--- src/rtl/clock_pkg.sv ---
// Shared BCD types and field limits for the CLOCK design.
package clock_pkg;

  typedef logic [3:0] bcd_digit_t;
  typedef logic [7:0] bcd_pair_t;

  localparam bcd_pair_t SEC_MAX  = 8'h59;
  localparam bcd_pair_t MIN_MAX  = 8'h59;
  localparam bcd_pair_t HR24_MAX = 8'h23;
  localparam bcd_pair_t HR12_MAX = 8'h12;

  // Two-digit BCD +1 with no range limiting; callers handle wrap.
  function automatic bcd_pair_t bcd_inc(input bcd_pair_t v);
    bcd_digit_t tens;
    bcd_digit_t units;
    tens  = v[7:4];
    units = v[3:0];
    if (units == 4'd9) begin
      units = 4'd0;
      tens  = tens + 4'd1;
    end else begin
      units = units + 4'd1;
    end
    return {tens, units};
  endfunction

endpackage

--- src/rtl/bcd2_counter.sv ---
// Two-digit BCD counter, MIN_VAL..MAX_VAL; clr loads RST_VAL, carry flags the wrap.
module bcd2_counter
  import clock_pkg::*;
#(
  parameter bcd_pair_t MAX_VAL = SEC_MAX,
  parameter bcd_pair_t MIN_VAL = 8'h00,
  parameter bcd_pair_t RST_VAL = 8'h00
) (
  input  logic       clk,
  input  logic       rst,
  input  logic       inc,
  input  logic       clr,
  output logic [7:0] q,
  output logic       carry
);

  bcd_pair_t q_q;
  bcd_pair_t q_d;

  always_comb begin
    q_d   = q_q;
    carry = inc && (q_q == MAX_VAL);
    if (clr) begin
      q_d = RST_VAL;
    end else if (inc) begin
      q_d = (q_q == MAX_VAL) ? MIN_VAL : bcd_inc(q_q);
    end
  end

  always_ff @(posedge clk or posedge rst) begin
    if (rst) q_q <= RST_VAL;
    else     q_q <= q_d;
  end

  assign q = q_q;

endmodule

--- src/rtl/hms_time_counter.sv ---
// BCD hh:mm:ss timekeeper with prescaler, adjust pulses and event strobes.
// HMS_12H_EN selects the 12-hour build with a pm flag; default is 24-hour.
module hms_time_counter
  import clock_pkg::*;
#(
  parameter int TICKS_PER_SEC = 50000000,
  parameter int PW            = $clog2(TICKS_PER_SEC)
) (
  input  logic       clk,
  input  logic       rst,
  input  logic       run,
  input  logic       clr,
  input  logic       inc_min,
  input  logic       inc_hr,
  output logic [7:0] sec,
  output logic [7:0] min,
  output logic [7:0] hr,
  output logic       pm,
  output logic       sec_pulse,
  output logic       day_wrap
);

  localparam logic [PW-1:0] PRESC_LAST = PW'(TICKS_PER_SEC - 1);

`ifdef HMS_12H_EN
  localparam bcd_pair_t HR_MAX = HR12_MAX;
  localparam bcd_pair_t HR_MIN = 8'h01;
  localparam bcd_pair_t HR_RST = 8'h12;
`else
  localparam bcd_pair_t HR_MAX = HR24_MAX;
  localparam bcd_pair_t HR_MIN = 8'h00;
  localparam bcd_pair_t HR_RST = 8'h00;
`endif

  logic [PW-1:0] presc_q, presc_d;
  logic          sec_pulse_q, sec_pulse_d;
  logic          day_wrap_q, day_wrap_d;
  logic          at_term, adj, tick;
  logic          sec_inc, min_inc, hr_inc;
  logic          sec_carry, min_carry, hr_carry;

  // An adjust in the terminal cycle blocks the tick; the prescaler then
  // stays at terminal so the second lands on the next adjust-free edge.
  always_comb begin
    at_term = run && (presc_q == PRESC_LAST);
    adj     = inc_min || inc_hr;
    tick    = !clr && !adj && at_term;

    presc_d = presc_q;
    if (clr || tick)           presc_d = '0;
    else if (run && !at_term)  presc_d = presc_q + 1'b1;

    sec_inc = tick;
    min_inc = (tick && sec_carry) || (!clr && inc_min);
    hr_inc  = (tick && min_carry) || (!clr && inc_hr);

    sec_pulse_d = tick;
  end

  bcd2_counter #(.MAX_VAL(SEC_MAX), .MIN_VAL(8'h00), .RST_VAL(8'h00)) u_sec (
    .clk(clk), .rst(rst), .inc(sec_inc), .clr(clr), .q(sec), .carry(sec_carry)
  );

  bcd2_counter #(.MAX_VAL(MIN_MAX), .MIN_VAL(8'h00), .RST_VAL(8'h00)) u_min (
    .clk(clk), .rst(rst), .inc(min_inc), .clr(clr), .q(min), .carry(min_carry)
  );

  bcd2_counter #(.MAX_VAL(HR_MAX), .MIN_VAL(HR_MIN), .RST_VAL(HR_RST)) u_hr (
    .clk(clk), .rst(rst), .inc(hr_inc), .clr(clr), .q(hr), .carry(hr_carry)
  );

`ifdef HMS_12H_EN
  logic pm_q, pm_d;

  // Midnight is the 11->12 step with pm already set, i.e. the step that clears it.
  always_comb begin
    pm_d = pm_q;
    if (clr)                          pm_d = 1'b0;
    else if (hr_inc && hr == 8'h11)   pm_d = !pm_q;
    day_wrap_d = tick && min_carry && (hr == 8'h11) && pm_q && !hr_carry;
  end

  always_ff @(posedge clk or posedge rst) begin
    if (rst) pm_q <= 1'b0;
    else     pm_q <= pm_d;
  end

  assign pm = pm_q;
`else
  always_comb begin
    day_wrap_d = tick && hr_carry;
  end

  assign pm = 1'b0;
`endif

  always_ff @(posedge clk or posedge rst) begin
    if (rst) begin
      presc_q     <= '0;
      sec_pulse_q <= 1'b0;
      day_wrap_q  <= 1'b0;
    end else begin
      presc_q     <= presc_d;
      sec_pulse_q <= sec_pulse_d;
      day_wrap_q  <= day_wrap_d;
    end
  end

  assign sec_pulse = sec_pulse_q;
  assign day_wrap  = day_wrap_q;

endmodule

--- config.mk ---
export PLATFORM = sky130hd
export DESIGN_NAME = hms_time_counter
export DESIGN_NICKNAME = d
export VERILOG_FILES = /design/src/rtl/clock_pkg.sv /design/src/rtl/bcd2_counter.sv /design/src/rtl/hms_time_counter.sv
export SDC_FILE = /design/constraint.sdc
export NUM_CORES = 1
export LEC_CHECK = 0
export CORE_MARGIN = 10
export CORE_UTILIZATION = 57
export CTS_CLUSTER_SIZE = 16
export DETAILED_ROUTE_END_ITERATION = 16
export PLACE_DENSITY = 0.88
export SLEW_MARGIN = 20
export SYNTH_ARGS = -nofsm -noshare
export SYNTH_HDL_FRONTEND = slang
export SYNTH_SLANG_ARGS = --single-unit
--- constraint.sdc ---
create_clock -name clk -period 2.58 [get_ports clk]
set_input_delay 0.516 -clock clk [delete_from_list [all_inputs] [get_ports clk]]
set_output_delay 0.516 -clock clk [all_outputs]
set_load 0.05 [all_outputs]
==> impl_metrics.env <==
export IMPL_status="completed"
export IMPL_synth_cell_types=57
export IMPL_io_pins=33
export IMPL_synth_ff_type="dfrtp_1"
export IMPL_grt_usage_pct=17.01
export IMPL_startpoint="presc_q[7]"
export IMPL_postCtsSetupBuffers=0
export IMPL_tns_ns=0
export IMPL_cts_tree="done"
export IMPL_cts_buffer_depth=2
export IMPL_grt_pass1_vias=2710
export IMPL_synthDominantCellAreaShare_pct=41.09
export IMPL_yosysWarningCount=0
export IMPL_syn_inst=339
export IMPL_fin_skew_ns=0.01181
export IMPL_ant_nets=0
export IMPL_syn_avg_cell_area_um2=9.342
export IMPL_cts_root_buf="clkbuf_8"
export IMPL_seq_area_mm2=0.001304
export IMPL_relSlewSlack_pct=65.23
export IMPL_crit_fanout=10
export IMPL_worstPathRequired_ns=2.81
export IMPL_ctsHoldBuffers=0
export IMPL_placed_cell_area_mm2=0.003676
export IMPL_drc=0
export IMPL_diodes=0
export IMPL_hold_viol_final=0
export IMPL_hpwl_mm=5.650
export IMPL_wl_mm=7.528
export IMPL_fp_dieArea_mm2=0.008937
export IMPL_synthArstFlopShare_pct=100.0
export IMPL_timing_rr_start="presc_q[7]"
export IMPL_vias=2807
export IMPL_hold_path_class="reg -> reg"
export IMPL_synth_edff_count=0
export IMPL_grt_ovfl_total=0
export IMPL_min_period_ns=2.408
export IMPL_critPathSlowestCell="or4b_4"
export IMPL_nNetsFinal=402
export IMPL_via_per_inst=6.156
export IMPL_start_util_pct=58.22
export IMPL_cts_max_level=2
export IMPL_period_share_pct=93.32
export IMPL_area_growth_pct=19.79
export IMPL_drive_gt1_share_pct=11.72
export IMPL_cts_repair_resized=0
export IMPL_tightest_slew_ns=0.5143
export IMPL_clock_sinks=52
export IMPL_power_per_cell_area_mw_per_mm2=437.5
export IMPL_die_y_um=94.54
export IMPL_crit_type="reg -> reg"
export IMPL_yosysTopAreaCell="dfrtp_1"
export IMPL_gp_congestion=0.8822
export IMPL_die_x_um=94.54
export IMPL_final_max_slew_viol_count=0
export IMPL_num_rows=27
export IMPL_start_kind="flop"
export IMPL_cap_violations=0
export IMPL_synth_seq_area_share_pct=41.09
export IMPL_crit_chain="or4b_4, or3_4, buf_4, nor3_4, a41oi_1, a311oi_1"
export IMPL_drtPass1Iterations=4
export IMPL_slowest_delay_ns=0.58
export IMPL_critPathCaptureType="flop"
export IMPL_synth_area_mm2=0.003167
export IMPL_num_fill_cells=394
export IMPL_ir_worst_vdd_v=0.0002914
export IMPL_min_from="u_sec.q[3]"
export IMPL_ys_top_cells_by_area="dfrtp_1, ha_1, nor2_1"
export IMPL_antenna_found_initial=0
export IMPL_fin_area_mm2=0.003794
export IMPL_power_leakage_uw=0.001668
export IMPL_port_buffers=31
export IMPL_arrival_ns=2.64
export IMPL_timing_fmax_ghz=0.4154
export IMPL_core_region_area_mm2=0.005439
export IMPL_clkTransAtPathRegs_ns=0.10
export IMPL_setup_violations=0
export IMPL_multi_input_area_mm2=0.001740
export IMPL_grt_setup_unrepaired="no"
export IMPL_ys_ff_latch=52
export IMPL_drtIter0Drc=208
export IMPL_grt_start_max_net_pins=26
export IMPL_clk_latency_ns=0.32
export IMPL_synthesis_nets=358
export IMPL_grt_pass1_wl_mm=12.62
export IMPL_cts_buffers=5
export IMPL_wl_per_cell_um=16.51
## final timing paths
kind | end | depth (start not counted) | slack (ns)
worst max-delay path | u_sec.q[3] | 6 | 0.17
worst min-delay path | u_sec.q[3] | 1 | 0.52
worst max register to register | u_sec.q[3] | 6 | 0.17
worst min register to register | u_sec.q[3] | 1 | 0.52
max in group asynchronous | u_min.q[6] | 3 | 1.45
min in group asynchronous | presc_q[20] | 2 | 0.53
## registers in the layout (all words and copies together) (netlist names)
| name | cells |
|---|---|
| u_hr.q | 8 |
| presc_q | 26 |
| day_wrap | 1 |
| u_sec.q | 8 |
| sec_pulse | 1 |
| u_min.q | 8 |
## cell usage after synthesis (3+ instances only)
| master | n |
|---|---|
| dfrtp_1 | 52 |
| nor2_1 | 38 |
| nand2_1 | 22 |
| nand3_1 | 19 |
| inv_1 | 16 |
| nand4_1 | 15 |
| xor2_1 | 14 |
| ha_1 | 13 |
| o21ai_0 | 13 |
| clkbuf_1 | 12 |
| nor3_1 | 10 |
| and4_1 | 8 |
| and3_1 | 7 |
| mux2i_1 | 7 |
| o211ai_1 | 7 |
| a21oi_1 | 6 |
| o31ai_1 | 6 |
| nor2b_1 | 5 |
| nor4b_1 | 5 |
| xnor2_1 | 5 |
| a211oi_1 | 4 |
| or3_1 | 4 |
| a32o_1 | 3 |
| and4b_1 | 3 |
## placed cells by master, fill, tap and decap left out, types with 8 or more instances in the layout
| master | n |
|---|---|
| dfrtp_1 | 50 |
| nor3_1 | 10 |
| nand3_1 | 19 |
| nand2_1 | 22 |
| o21ai_0 | 13 |
| buf_4 | 21 |
| nand4_1 | 15 |
| and4_1 | 8 |
| nor2_1 | 38 |
| clkdlybuf4s50_1 | 31 |
| inv_1 | 15 |
| ha_1 | 13 |
| xor2_1 | 14 |
## routing by layer
| layer | GRT usage (%) | vias to the layer above | wire [um] |
|---|---|---|---|
| met2 | 29.18 | 86 | 3791 |
| li1 | - | 1329 | - |
| met3 | 3.569 | 15 | 439 |
| met4 | 5.736 | 0 | 107 |
| met1 | 20.75 | 1377 | 3190 |
| met5 | 0 | - | 0 |
## critical path: cells and delay by family, from the launching register on
family / cells / cell delay [ns]
buf+inv: 1 / 0.19
flops: 1 / 0.45
simple gates: 3 / 1.28
compound gates: 2 / 0.41
## stage by stage
stage	setup slack, ns	hold slack (ns)	cells	util, %	total power, uW
floorplan	0.05505	0.5047	339	-	1013
global placement	0.1493	0.5107	448	67.59	1089
detailed placement	0.01051	0.5129	448	67.59	1098
CTS	0.1250	0.5308	456	69.63	1664
global route	0.002675	0.5718	456	69.75	1715
finish	0.1725	0.5248	456	69.75	1660
## cell type report
| class | count | area share, % |
|---|---|---|
| tap | 72 | 2.375 |
| sequential | 52 | 34.37 |
| timing repair buffer | 53 | 12.86 |
| clock buffer | 5 | 1.814 |
| clock inverter | 3 | 1.121 |
| multi-input combinational | 255 | 45.88 |
| inverter | 16 | 1.583 |
## where the power goes
part	switching [uW]	internal, uW
sequential	23.1	832
clock	289	288
combinational	150	78.6
total	462	1200
## kinds of logic after synthesis
| logic type | share of synthesized area, % |
|---|---|
| mux | 3.635 |
| other cells | 0.1184 |
| fa+ha+maj | 5.136 |
| flops | 41.09 |
| compound gates | 13.75 |
| simple gates | 26.87 |
| buf+inv | 4.149 |
| xor+xnor | 5.255 |
Power figures use the tool's default switching activity.
